[src/rtl/perm_key_sweeper_pkg.sv]
// Shared types, constants and the reference XOR-index permutation for the key sweeper.
// Used by the RTL checker (PERM_KEY_SWEEPER_CHECK_EN builds) and by the testbench.
package perm_sweep_pkg;

   typedef enum logic [1:0] {
      IDLE    = 2'd0,
      SETTLE  = 2'd1,
      PRESENT = 2'd2,
      DONE    = 2'd3
   } state_t;

   localparam int CNT_W    = 8;
   localparam int PK_MAX_W = 256;

   // o[j] = i[j ^ k] for j < n_out; bits at and above n_out are zero.
   // n_in must be a power of two no larger than PK_MAX_W.
   function automatic logic [PK_MAX_W-1:0] perm_expected(
      input logic [PK_MAX_W-1:0] data,
      input int unsigned         k,
      input int unsigned         n_in,
      input int unsigned         n_out
   );
      logic [PK_MAX_W-1:0] res;
      logic [7:0]          idx;
      res = '0;
      for (int unsigned j = 0; j < PK_MAX_W; j++) begin
         idx = 8'((j ^ k) & (n_in - 1));
         if (j < n_out) res[j] = data[idx];
      end
      return res;
   endfunction

endpackage

[src/rtl/perm_key_sweeper_expect.sv]
// Combinational expected output of the XOR-index selector for the latched vector and key.
// Only instantiated when PERM_KEY_SWEEPER_CHECK_EN is defined.
module perm_expect
   import perm_sweep_pkg::*;
#(
   parameter int N_IN  = 64,
   parameter int N_OUT = 15,
   parameter int PERMB = $clog2(N_IN)
) (
   input  logic [N_IN-1:0]  data,
   input  logic [PERMB-1:0] k,
   output logic [N_OUT-1:0] exp_data
);

   always_comb begin
      exp_data = N_OUT'(perm_expected(PK_MAX_W'(data), 32'(k), N_IN, N_OUT));
   end

endmodule

[src/rtl/perm_key_sweeper.sv]
// Sweeps the XOR-index selector key over [k_first, k_last] and streams (k, data) results.
// Optional capture self-check is enabled with `define PERM_KEY_SWEEPER_CHECK_EN.
module perm_key_sweeper
   import perm_sweep_pkg::*;
#(
   parameter int N_IN  = 64,
   parameter int N_OUT = 15,
   parameter int PERMB = $clog2(N_IN),
   parameter int HOLD  = 2
) (
   input  logic             clock,
   input  logic             reset,
   input  logic             start_i,
   input  logic [N_IN-1:0]  data_i,
   input  logic [PERMB-1:0] k_first_i,
   input  logic [PERMB-1:0] k_last_i,
   output logic [PERMB-1:0] perm_k_o,
   output logic [N_IN-1:0]  perm_i_o,
   input  logic [N_OUT-1:0] perm_o_i,
   output logic             res_valid_o,
   input  logic             res_ready_i,
   output logic [PERMB-1:0] res_k_o,
   output logic [N_OUT-1:0] res_data_o,
   output logic             busy_o,
   output logic             done_o,
   output logic             err_o
);

   state_t           state_q, state_d;
   logic [CNT_W-1:0] cnt_q;
   logic             launch_q;
   logic [N_IN-1:0]  data_q;
   logic [PERMB-1:0] k_last_q;
   logic [PERMB-1:0] perm_k_q;
   logic             res_valid_q;
   logic [PERMB-1:0] res_k_q;
   logic [N_OUT-1:0] res_data_q;

   logic start_acc;
   logic capture;
   logic accept;
   logic last_key;

   // Result handshake: a result transfers on a rising edge where res_valid_o and
   // res_ready_i are both high; while valid is high and ready is low, valid, key and
   // data stay frozen, and valid never drops without a transfer (except on reset).
   always_comb begin
      state_d   = state_q;
      start_acc = 1'b0;
      capture   = 1'b0;
      accept    = 1'b0;
      last_key  = (perm_k_q == k_last_q);
      case (state_q)
         IDLE: begin
            if (start_i) begin
               start_acc = 1'b1;
               state_d   = SETTLE;
            end
         end
         SETTLE: begin
            if (!launch_q && (cnt_q == '0)) begin
               capture = 1'b1;
               state_d = PRESENT;
            end
         end
         PRESENT: begin
            if (res_ready_i) begin
               accept  = 1'b1;
               state_d = last_key ? DONE : SETTLE;
            end
         end
         DONE: begin
            state_d = IDLE;
         end
         default: begin
            state_d = IDLE;
         end
      endcase
   end

   always_ff @(posedge clock) begin
      if (reset) state_q <= IDLE;
      else       state_q <= state_d;
   end

   // The first SETTLE cycle after a key change lets the new key reach the selector;
   // the HOLD counter then adds the extra settle cycles before capture.
   always_ff @(posedge clock) begin
      if (reset) begin
         cnt_q    <= '0;
         launch_q <= 1'b0;
      end else if (start_acc || (accept && !last_key)) begin
         cnt_q    <= CNT_W'(HOLD);
         launch_q <= 1'b1;
      end else if ((state_q == SETTLE) && !capture) begin
         if (launch_q) launch_q <= 1'b0;
         else          cnt_q    <= cnt_q - CNT_W'(1);
      end
   end

   always_ff @(posedge clock) begin
      if (reset) begin
         data_q   <= '0;
         k_last_q <= '0;
         perm_k_q <= '0;
      end else if (start_acc) begin
         data_q   <= data_i;
         k_last_q <= k_last_i;
         perm_k_q <= k_first_i;
      end else if (accept && !last_key) begin
         perm_k_q <= perm_k_q + PERMB'(1);
      end
   end

   always_ff @(posedge clock) begin
      if (reset) begin
         res_valid_q <= 1'b0;
         res_k_q     <= '0;
         res_data_q  <= '0;
      end else if (capture) begin
         res_valid_q <= 1'b1;
         res_k_q     <= perm_k_q;
         res_data_q  <= perm_o_i;
      end else if (accept) begin
         res_valid_q <= 1'b0;
      end
   end

`ifdef PERM_KEY_SWEEPER_CHECK_EN
   logic [N_OUT-1:0] exp_data;
   logic             err_q;

   perm_expect #(
      .N_IN  (N_IN),
      .N_OUT (N_OUT),
      .PERMB (PERMB)
   ) u_expect (
      .data     (data_q),
      .k        (perm_k_q),
      .exp_data (exp_data)
   );

   always_ff @(posedge clock) begin
      if (reset || start_acc)                  err_q <= 1'b0;
      else if (capture && (perm_o_i != exp_data)) err_q <= 1'b1;
   end

   assign err_o = err_q;
`else
   assign err_o = 1'b0;
`endif

   assign perm_k_o    = perm_k_q;
   assign perm_i_o    = data_q;
   assign res_valid_o = res_valid_q;
   assign res_k_o     = res_k_q;
   assign res_data_o  = res_data_q;
   assign busy_o      = (state_q != IDLE);
   assign done_o      = (state_q == DONE);

endmodule
[config.mk]
export PLATFORM = sky130hd
export DESIGN_NAME = perm_key_sweeper
export DESIGN_NICKNAME = d
export VERILOG_FILES = /design/src/rtl/perm_key_sweeper_pkg.sv /design/src/rtl/perm_key_sweeper_expect.sv /design/src/rtl/perm_key_sweeper.sv
export SDC_FILE = /design/constraint.sdc
export NUM_CORES = 1
export LEC_CHECK = 0
export ABC_CLOCK_PERIOD_IN_PS = 4770
export CAP_MARGIN = 20
export CELL_PAD_IN_SITES_DETAIL_PLACEMENT = 0
export CELL_PAD_IN_SITES_GLOBAL_PLACEMENT = 1
export CORE_UTILIZATION = 30
export DETAILED_ROUTE_END_ITERATION = 7
export GPL_TIMING_DRIVEN = 0
export PLACE_DENSITY = 0.89
export SLEW_MARGIN = 20
export SYNTH_ARGS = -nofsm -noshare
export SYNTH_HDL_FRONTEND = slang
export SYNTH_SLANG_ARGS = --single-unit
[constraint.sdc]
create_clock -name clock -period 4.77 [get_ports clock]
set_clock_uncertainty 0.2 [all_clocks]
set_input_delay 0.954 -clock clock [delete_from_list [all_inputs] [get_ports clock]]
set_output_delay 0.954 -clock clock [all_outputs]
set_load 0.02 [all_outputs]
==> impl_metrics.env, run 1 <==
export IMPL_outcome="finished, final reports clean"
export IMPL_synth_area_sq_um=4123
export IMPL_hold_viol=0
export IMPL_maxCapViolations=0
export IMPL_path_clk_slew_ps=70
export IMPL_powerDensity_nw_per_um2=423.0
export IMPL_setup_worst_path_end_class="register"
export IMPL_fp_dieW_um=119.2
export IMPL_dr_pass1_iters=4
export IMPL_initial_core_util=0.3089
export IMPL_fmax_mhz=368.9
export IMPL_dpl_hpwl_um=9402
export IMPL_routed_wire_length_per_instance_um=13.71
export IMPL_synth_flop_cell="dfxtp_1"
export IMPL_seq_area_frac_synth=0.5293
export IMPL_grt_usage=0.1757
export IMPL_tritoncts="yes"
export IMPL_post_cts_setup_buffers=0
export IMPL_clk_latency_ps=350
export IMPL_diodes=0
export IMPL_crit_slowest_cell="clkdlybuf4s50_1"
export IMPL_ctsHtreeMaxLevel=3
export IMPL_grt_max_degree=16
export IMPL_wirelength_um=12210
export IMPL_area_growth_pct=57.60
export IMPL_numCtsBuffers=9
export IMPL_cp_top_family="buffers and inverters"
export IMPL_arrival_ps=2780
export IMPL_syn_num_nets=608
export IMPL_cp_depth=6
export IMPL_setup_worst_path_class="in -> reg"
export IMPL_hold_slack_ps=254.5
export IMPL_cts_sinks=109
export IMPL_required_ps=4840
export IMPL_pin_count=190
export IMPL_p_leak_nw=2.320
export IMPL_synthCells=510
export IMPL_drt_initial_drc_count=112
export IMPL_place_ws_ps=1704
export IMPL_slew_violations=0
export IMPL_final_setup_viol_count=0
export IMPL_fin_util=0.4868
export IMPL_yosysWarnings=0
export IMPL_cp_startpoint="start_i"
export IMPL_crit_chain="clkdlybuf4s50_1, and2_1, clkbuf_1, clkbuf_1, nand2_1, a21oi_1"
export IMPL_die_h_um=119.2
export IMPL_postRouteAntennaNets=0
export IMPL_crit_path_frequent_cell="clkbuf_1"
export IMPL_core_area_sq_um=13350
export IMPL_synth_async_sr_flop_share=0
export IMPL_yosysTopAreaCellShare=0.5293
export IMPL_cts_resized=0
export IMPL_post_route_period_util=0.5683
export IMPL_final_cells=890
export IMPL_layout_drive_gt1_share=0.04342
export IMPL_ir_drop_v=0.0002240
export IMPL_synth_edff_count=0
export IMPL_std_cell_rows=42
export IMPL_endpoint="perm_i_o[47]"
export IMPL_setup_ws_ps=2059
export IMPL_ff2ff_setup_slack_ps=2490
export IMPL_start_kind="primary input"
export IMPL_r2r_start="cnt_q[0]"
export IMPL_worst_pin_slew_ps=592.8
export IMPL_overflow=0
export IMPL_tns_ps=0
export IMPL_seqCellArea_sq_um=2182
export IMPL_nFillCells=1308
export IMPL_drt_drc_violations_left=0
export IMPL_yosys_area_top_type="dfxtp_1"
export IMPL_grt_pass1_wl_um=19660
export IMPL_fin_crit_ps=2711
export IMPL_route_vias_total=4035
export IMPL_hp_class="reg -> reg"
export IMPL_reg2reg_to="cnt_q[6]"
export IMPL_synth_distinct_cells=40
export IMPL_slew_headroom=0.6048
export IMPL_nNetsFinal=807
export IMPL_rsz0062_at_grt="no"
export IMPL_routabilityCongestion=0.7499
export IMPL_ys_ff_latch=109
export IMPL_max_stage_delay_ps=540
export IMPL_grt_pass1_vias=3971
export IMPL_clock_path_buffers=2
export IMPL_dp_cells=874
export IMPL_dieArea_sq_um=14210
export IMPL_path_max_fanout=10
export IMPL_reg2reg_depth=7
export IMPL_port_buffers=188
export IMPL_drt_vias_per_instance=4.534
export IMPL_ctsHoldBuffers=0
export IMPL_postSynthAreaPerCell_sq_um=8.084
export IMPL_cts_root_buf="clkbuf_16"
export IMPL_antenna_found_initial=0
export IMPL_ys_top_cells_by_area="dfxtp_1 53%, nand2_1 17%, a21oi_1 12%, clkbuf_1 2.6%, xor2_1 2.3%"
export IMPL_path_buf_inv=3
export IMPL_multi_input_area_sq_um=1784
==> final cells by class <==
class	instances	share of cell area
clock inverters	1	0.0007703
repair buffers	188	0.2896
multi-input cells	363	0.2746
flip-flops and latches	109	0.3358
clock buffers	15	0.04121
well taps	176	0.03389
plain buffers	33	0.02118
inverters	5	0.002889
==> per-stage QoR <==
step	total power, mW	instance area [sq um]
after floorplan	1.661	4123
after global placement	2.052	6225
after CTS	2.784	6497
after global routing	2.915	6497
final	2.748	6497
after detailed placement	2.073	6225
==> Yosys cell counts, types with 2 or more instances <==
library cell  number
xor2_1            11
inv_1              5
a211oi_1           3
clkbuf_1          29
nand2b_1           2
nand2_1          189
nand3_1            8
a21oi_2            2
nor2b_1            2
ha_1               3
nor2_2             6
a21oi_1           95
o21ai_0            2
nor3_1             2
nor2_1            11
xnor2_1            3
dfxtp_1          109
a2111oi_2          2
buf_2              2
and2_1             4
==> registers in the layout, indices dropped and copies added (netlist names) <==
| register | flops |
|---|---|
| res_data_o | 15 |
| launch_q | 1 |
| state_q | 2 |
| cnt_q | 8 |
| res_valid_o | 1 |
| perm_k_o | 6 |
| perm_i_o | 64 |
| k_last_q | 6 |
| res_k_o | 6 |
==> worst min path at each step <==
stage | from | to | depth (start not counted)
finish | res_k_o[1] | res_k_o[1] | 2
global route | perm_i_o[46] | perm_i_o[46] | 2
CTS | perm_i_o[61] | perm_i_o[61] | 2
detailed placement | perm_i_o[61] | perm_i_o[61] | 2
global placement | perm_i_o[36] | perm_i_o[36] | 2
floorplan | k_last_q[0] | k_last_q[0] | 2
==> worst min-delay path: cells and delay by family, from the launching register on <==
kind / cells / cell delay (ps)
AO/OA/AOI/OAI: 1 / 50
flip-flops: 1 / 310
AND/OR/NAND/NOR: 1 / 50
==> kinds of logic (layout without fill, tap and decap cells) <==
group           after synthesis  in the layout  share of synthesized area
simple gates                231            231                     0.2346
flops                       109            109                     0.5293
xor+xnor                     14             14                    0.02974
mux                           1              1                   0.002428
other cells                   1              1                  0.0009096
compound gates              113            113                     0.1560
fa+ha+maj                     3              3                   0.009106
buf+inv                      38            242                    0.03794
==> power by group <==
group,leakage [nW],switching [mW],internal [mW]
registers,0.892,0.0919,1.04
logic,1.29,0.512,0.406
clock network,0.134,0.318,0.383
==> layout by cell type, fill, tap and decap left out, types with 2 or more instances in the layout <==
cell	instances
inv_1	5
dfxtp_1	109
and2_1	4
nand2_1	189
buf_2	2
clkbuf_16	9
clkdlybuf4s50_1	188
clkbuf_1	33
clkbuf_8	2
nand2b_1	2
nor2b_1	2
a211oi_1	3
nor2_2	6
xor2_1	11
o21ai_0	2
xnor2_1	3
a21oi_2	2
a2111oi_2	2
ha_1	3
nor3_1	2
nor2_1	11
a21oi_1	95
nand3_1	8
==> layer usage <==
metal | vias up | global-route usage | share of wire
li1 | 2067 | - | -
met1 | 1837 | 0.1966 | 0.42
met2 | 115 | 0.3056 | 0.50
met3 | 16 | 0.06370 | 0.068
met4 | 0 | 0.06013 | 0.014
met5 | - | 0 | 0
No activity file was read; power rests on OpenSTA's default activity.
==> inputs of run 2 (changes only) <==
--- a/config.mk
+++ b/config.mk
@@ -5,14 +5,14 @@
 export SDC_FILE = /design/constraint.sdc
 export NUM_CORES = 1
 export LEC_CHECK = 0
-export ABC_CLOCK_PERIOD_IN_PS = 4770
+export ABC_CLOCK_PERIOD_IN_PS = 2660
 export CAP_MARGIN = 20
 export CELL_PAD_IN_SITES_DETAIL_PLACEMENT = 0
 export CELL_PAD_IN_SITES_GLOBAL_PLACEMENT = 1
-export CORE_UTILIZATION = 30
+export CORE_UTILIZATION = 29
 export DETAILED_ROUTE_END_ITERATION = 7
 export GPL_TIMING_DRIVEN = 0
-export PLACE_DENSITY = 0.89
+export PLACE_DENSITY = 0.86
 export SLEW_MARGIN = 20
 export SYNTH_ARGS = -nofsm -noshare
 export SYNTH_HDL_FRONTEND = slang
==> constraint.sdc (replaced) <==
create_clock -name clock -period 2.66 [get_ports clock]
set_clock_uncertainty 0.2 [all_clocks]
set_input_delay 0.532 -clock clock [delete_from_list [all_inputs] [get_ports clock]]
set_output_delay 0.532 -clock clock [all_outputs]
set_load 0.02 [all_outputs]
==> run 2 against run 1 <==
Combinational power is 81% higher. Power increased by 81%. Setup slack worse by 1700 ps. Wire length up 0.31%. Via count grew 0.45%. Core utilization down 1.7 points. Die area up 3.4%. Register-to-register slack got worse by 2100 ps. Critical path type unchanged.
==> impl_metrics.env, run 2 (synthesis results as in run 1) <==
export IMPL_postRouteAntennaNets=0
export IMPL_die_h_um=121.2
export IMPL_min_from="perm_i_o[13]"
export IMPL_routed_wire_length_per_instance_um=13.69
export IMPL_dr_pass1_iters=5
export IMPL_drt_initial_drc_count=120
export IMPL_largest_register_ffs=64
export IMPL_route_vias_total=4053
export IMPL_grt_usage=0.1704
export IMPL_clk_latency_ps=350
export IMPL_power_frac_seq=0.407
export IMPL_setup_worst_path_end_class="register"
export IMPL_worst_pin_slew_ps=629.0
export IMPL_outcome="finished, final reports clean"
export IMPL_wirelength_um=12240
export IMPL_setup_ws_ps=311.6
export IMPL_path_max_fanout=10
export IMPL_place_ws_ps=-115.9
export IMPL_maxCapViolations=0
export IMPL_fmax_mhz=425.8
export IMPL_sw_frac_of_total=0.3408
export IMPL_pin_count=190
export IMPL_path_clk_slew_ps=70
export IMPL_layout_drive_gt1_share=0.04762
export IMPL_cts_root_buf="clkbuf_16"
export IMPL_nNetsFinal=807
export IMPL_required_ps=2730
export IMPL_rsz0062_at_grt="no"
export IMPL_powerDensity_nw_per_um2=763.7
export IMPL_fin_area_sq_um=6516
export IMPL_antenna_found_initial=0
export IMPL_dr_wl_met2_um=5987
export IMPL_top_layer="met4"
export IMPL_ctsHtreeMaxLevel=3
export IMPL_area_growth_pct=58.06
export IMPL_fp_dieW_um=121.2
export IMPL_overflow=0
export IMPL_start_kind="primary input"
export IMPL_hold_viol=0
export IMPL_post_route_period_util=0.8828
export IMPL_tns_ps=0
export IMPL_slew_headroom=0.5807
export IMPL_clkPwrFrac=0.260
export IMPL_slew_violations=0
export IMPL_drt_vias_per_instance=4.534
export IMPL_port_buffers=188
export IMPL_core_area_sq_um=13880
export IMPL_tritoncts="yes"
export IMPL_hp_class="reg -> reg"
export IMPL_p_leak_nw=2.326
export IMPL_layout_common_cells="189 x nand2_1, 188 x clkdlybuf4s50_1, 109 x dfxtp_1"
export IMPL_power_switching_mw=1.696
export IMPL_internal_power_mw=3.281
export IMPL_arrival_ps=2420
export IMPL_dpl_hpwl_um=9292
export IMPL_clock_path_buffers=2
export IMPL_drt_drc_violations_left=0
export IMPL_cts_resized=0
export IMPL_grt_pass1_vias=3994
export IMPL_placed_area_sq_um=6230
export IMPL_ir_drop_v=0.0003534
export IMPL_numCtsBuffers=9
export IMPL_dr_wl_met3_um=895
export IMPL_ctsHoldBuffers=0
export IMPL_diodes=0
export IMPL_dieArea_sq_um=14700
export IMPL_cts_sinks=109
export IMPL_cp_startpoint="start_i"
export IMPL_setup_worst_path_class="in -> reg"
export IMPL_initial_core_util=0.2970
export IMPL_layout_commonest_cell="nand2_1"
export IMPL_final_setup_viol_count=0
export IMPL_routabilityCongestion=0.7925
export IMPL_fin_crit_ps=2348
export IMPL_std_cell_rows=43
export IMPL_wl_met1_um=5142
export IMPL_grt_pass1_wl_um=19320
export IMPL_grt_max_degree=18
export IMPL_r2r_start="cnt_q[0]"
export IMPL_power_frac_comb=0.333
export IMPL_post_cts_setup_buffers=0
[run 2: cell count changes in the layout (fill, tap and decap cells not counted), sizes merged]
cell,change
inv,+2
clkbuf,-3
clkinvlp,+1
[run 2: layout make-up]
type	count	area (sq um)
fill	1337	7365
buffer	33	137.6
timing repair buffer	188	1882
sequential	109	2182
clock buffer	12	256.5
inverter	5	18.77
clock inverter	4	30.03
multi-input combinational	363	1784
tap	180	225.2
[run 2: worst max-delay path, stage by stage]
cell             delay (ps)
clkdlybuf4s50_1         530
and2_1                  140
clkbuf_1                480
clkbuf_1                470
nand2_1                 120
a21oi_1                 140
[run 2: path summary, 6_finish.rpt]
kind	slack (ps)	endpoint	depth (start not counted)
hold / removal	260	perm_i_o[13]	2
setup reg to reg	360	cnt_q[6]	7
setup / recovery	310	k_last_q[2]	6
hold reg to reg	260	perm_i_o[13]	2
[run 2: power by group through the flow]
stage | registers, mW | clock network [mW] | logic, mW
4_1_cts | 2.03 | 1.35 | 1.68
5_1_grt | 2.06 | 1.42 | 1.82
3_3_place_gp | 2.05 | 0 | 1.64
2_1_floorplan | 2.25 | 0 | 0.724
6_report | 2.03 | 1.29 | 1.66
3_5_place_dp | 2.06 | 0 | 1.67
[run 2: metrics by stage]
| step | total power [mW] | std cells | util | hold slack (ps) |
|---|---|---|---|---|
| floorplan | 2.979 | 510 | - | 247.8 |
| global placement | 3.693 | 878 | 0.4488 | 241.0 |
| detailed placement | 3.738 | 878 | 0.4488 | 246.6 |
| CTS | 5.054 | 894 | 0.4694 | 256.1 |
| global route | 5.294 | 894 | 0.4694 | 275.3 |
| finish | 4.977 | 894 | 0.4694 | 255.2 |
[run 2: layer usage]
layer,up-vias,track usage
met4,0,0.06944
met3,13,0.05451
met1,1865,0.1962
met5,-,0
li1,2064,-
met2,111,0.2904
==> inputs of run 3 (changes only) <==
--- a/config.mk
+++ b/config.mk
@@ -5,7 +5,7 @@
 export SDC_FILE = /design/constraint.sdc
 export NUM_CORES = 1
 export LEC_CHECK = 0
-export ABC_CLOCK_PERIOD_IN_PS = 2660
+export ABC_CLOCK_PERIOD_IN_PS = 2600
 export CAP_MARGIN = 20
 export CELL_PAD_IN_SITES_DETAIL_PLACEMENT = 0
 export CELL_PAD_IN_SITES_GLOBAL_PLACEMENT = 1
==> constraint.sdc (replaced) <==
create_clock -name clock -period 2.6 [get_ports clock]
set_clock_uncertainty 0.2 [all_clocks]
set_input_delay 0.52 -clock clock [delete_from_list [all_inputs] [get_ports clock]]
set_output_delay 0.52 -clock clock [all_outputs]
set_load 0.02 [all_outputs]
==> results of run 3 <==
The final DEF is identical to that of run 2. Status: finished, final reports clean.
Main changes from that run: setup slack after placement -115.9 ps -> -163.9 ps; setup slack after layout 311.6 ps -> 263.6 ps; register-to-register setup slack 360 ps -> 300 ps; total power 4.977 mW -> 5.092 mW; worst IR drop on VDD 0.0003534 V -> 0.0003615 V
==> patch, RTL diff (flow settings as in run 3) <==
`N_OUT`: 15 -> 30.
--- a/src/rtl/perm_key_sweeper.sv
+++ b/src/rtl/perm_key_sweeper.sv
@@ -5,5 +5,5 @@
 #(
    parameter int N_IN  = 64,
-   parameter int N_OUT = 15,
+   parameter int N_OUT = 30,
    parameter int PERMB = $clog2(N_IN),
    parameter int HOLD  = 2
Ports: changed (resized perm_o_i and res_data_o); port bits go from 190 to 220. No check against the original RTL was run, so the function may have changed too.
==> patch against run 3 <==
- sequential cell count grew 15
- highest routed layer unchanged
- power grew 33%
- worst setup slack lost 53 ps
- combinational power grew 15%
- wire length grew 20%
- final area grew 18%
- area after synthesis grew 13%
==> patch: results (changes against run 3) <==
status:
  status: "finished, final reports clean"
global_routing:
  first_global_vias: 4576  # +15%
  antenna_found_initial: 0  # unchanged
  gr-usage-all-layers: 0.186  # +0.0160
  grt_max_degree: 17  # -1
  grt_pass1_wl_um: 23700  # +22%
critical_path:
  slowest_delay_ps: 530  # about the same
  cp.arrival_ps: 1670  # -740 ps
  worstPathMaxFanout: 9  # -1
  crit_slowest_cell: "clkdlybuf4s50_1"
final_layout:
  diodes: 0  # unchanged
  n_fill_cell: 1549  # +16%
  nNetsFinal: 924  # +14%
  largest_reg_flops: 64  # unchanged
  drive_above_1_share: 0.0644  # +0.0168
  stdcell_count: 1034  # +16%
synthesis:
  avgSynthCellArea_um2: 8.07  # -0.19%
  ys_warn_count: 0  # unchanged
  syn_nets: 688  # +13%
  seq_area_frac_synth: 0.535  # +0.00577
  synthArstFlopShare: 0  # unchanged
  yosys-top-cells-count: "219 x nand2_1, 124 x dfxtp_1, 111 x a21oi_1, 30 x clkbuf_1, 11 x nor2_1"
  synth.top_cells.by_area: "dfxtp_1 54%, nand2_1 18%, a21oi_1 12%"
  synth_cell_types: 43  # +7.5%
clock_tree:
  cts_setup_buffers: 0  # unchanged
  cts_root_buf: "clkbuf_16"
  cts_max_path_buffers: 2  # unchanged
  clk_pin_slew_ps: 50  # -20 ps
  htreeDepth: 4  # +1
  clk_latency_ps: 420  # +70 ps
  cts_buffers: 17  # +8
place:
  gp_congestion: 0.774  # -2.3%
  dp_hpwl_um: 10600  # +14%
  dp_slack_ps: -204  # -40.5 ps
  port-buffer-count: 217  # +15%
drt:
  wire_per_inst_um: 14.2  # +3.6%
  via_per_inst: 4.43  # -2.2%
  first_pass_iters: 4  # -1
  drt_iter0_drc: 181  # +51%
power_and_ir_drop:
  irDropWorstVdd_mv: 0.504  # +39%
  leakage_nw: 2.79  # +20%
sta:
  tightest_slew_ps: 615  # -13.5 ps
min_path:
  hold_path.class: "reg -> reg"
-- patch: final timing paths --
path / from / slack (ps) / depth (start not counted) / endpoint
setup / recovery: state_q[0] / 210 / 4 / busy_o
hold / removal: res_data_o[25] / 250 / 2 / res_data_o[25]
setup reg to reg: cnt_q[0] / 320 / 8 / res_data_o[13]
hold reg to reg: res_data_o[25] / 250 / 2 / res_data_o[25]
-- patch: timing repair --
item	CTS	global route
hold buffers	0	0
endpoints found under the hold margin	0	0
setup endpoints to repair	0	1
resized for setup	0	2
-- patch: where the power goes --
group          internal [mW]  switching [mW]  total (mW)
clock network           1.64           0.828        2.47
registers               2.17           0.169        2.33
logic                  0.855            1.09        1.95
total                   4.66            2.09        6.76
-- patch: critical path: cells and delay by family (launching register included) --
| family | cells | cell delay [ps] |
|---|---|---|
| and+or+nand+nor | 1 | 220 |
| DFF | 1 | 290 |
| buffers and inverters | 3 | 740 |
-- patch: metrics by stage --
step	total power [mW]	area [um2]	hold WS [ps]	utilization
3_3_place_gp	4.32	7080	241	0.459
3_5_place_dp	4.33	7080	246	0.459
2_1_floorplan	3.45	4640	248	-
6_report	6.76	7680	250	0.498
4_1_cts	6.84	7680	253	0.498
5_1_grt	7.12	7680	268	0.498
-- patch: cell families after synthesis --
kind of cell	Yosys count	synth area share
compound gates	130	0.155
fa+ha+maj	3	0.00809
flops	124	0.535
simple gates	260	0.234
other cells	1	0.000808
mux	1	0.00216
xor+xnor	12	0.0227
buf+inv	44	0.0418
-- patch: area by class of cell --
cell class,count,area [um2],share of cell area
buffer,40,180,0.0234
clock buffer,23,468,0.0609
clock inverter,8,140,0.0182
inverter,4,15.0,0.00195
multi-input combinational,407,1960,0.255
sequential,124,2480,0.323
tap,211,264,0.0344
timing repair buffer,217,2170,0.283
-- patch: per-layer routing --
metal	GRT usage	wire [um]	vias to the layer above	part of all wire
met5	0	0	-	0
met4	0.0644	223	0	0.015
met3	0.0944	1660	18	0.11
met2	0.299	6640	174	0.45
met1	0.214	6150	2032	0.42
li1	-	-	2361	-
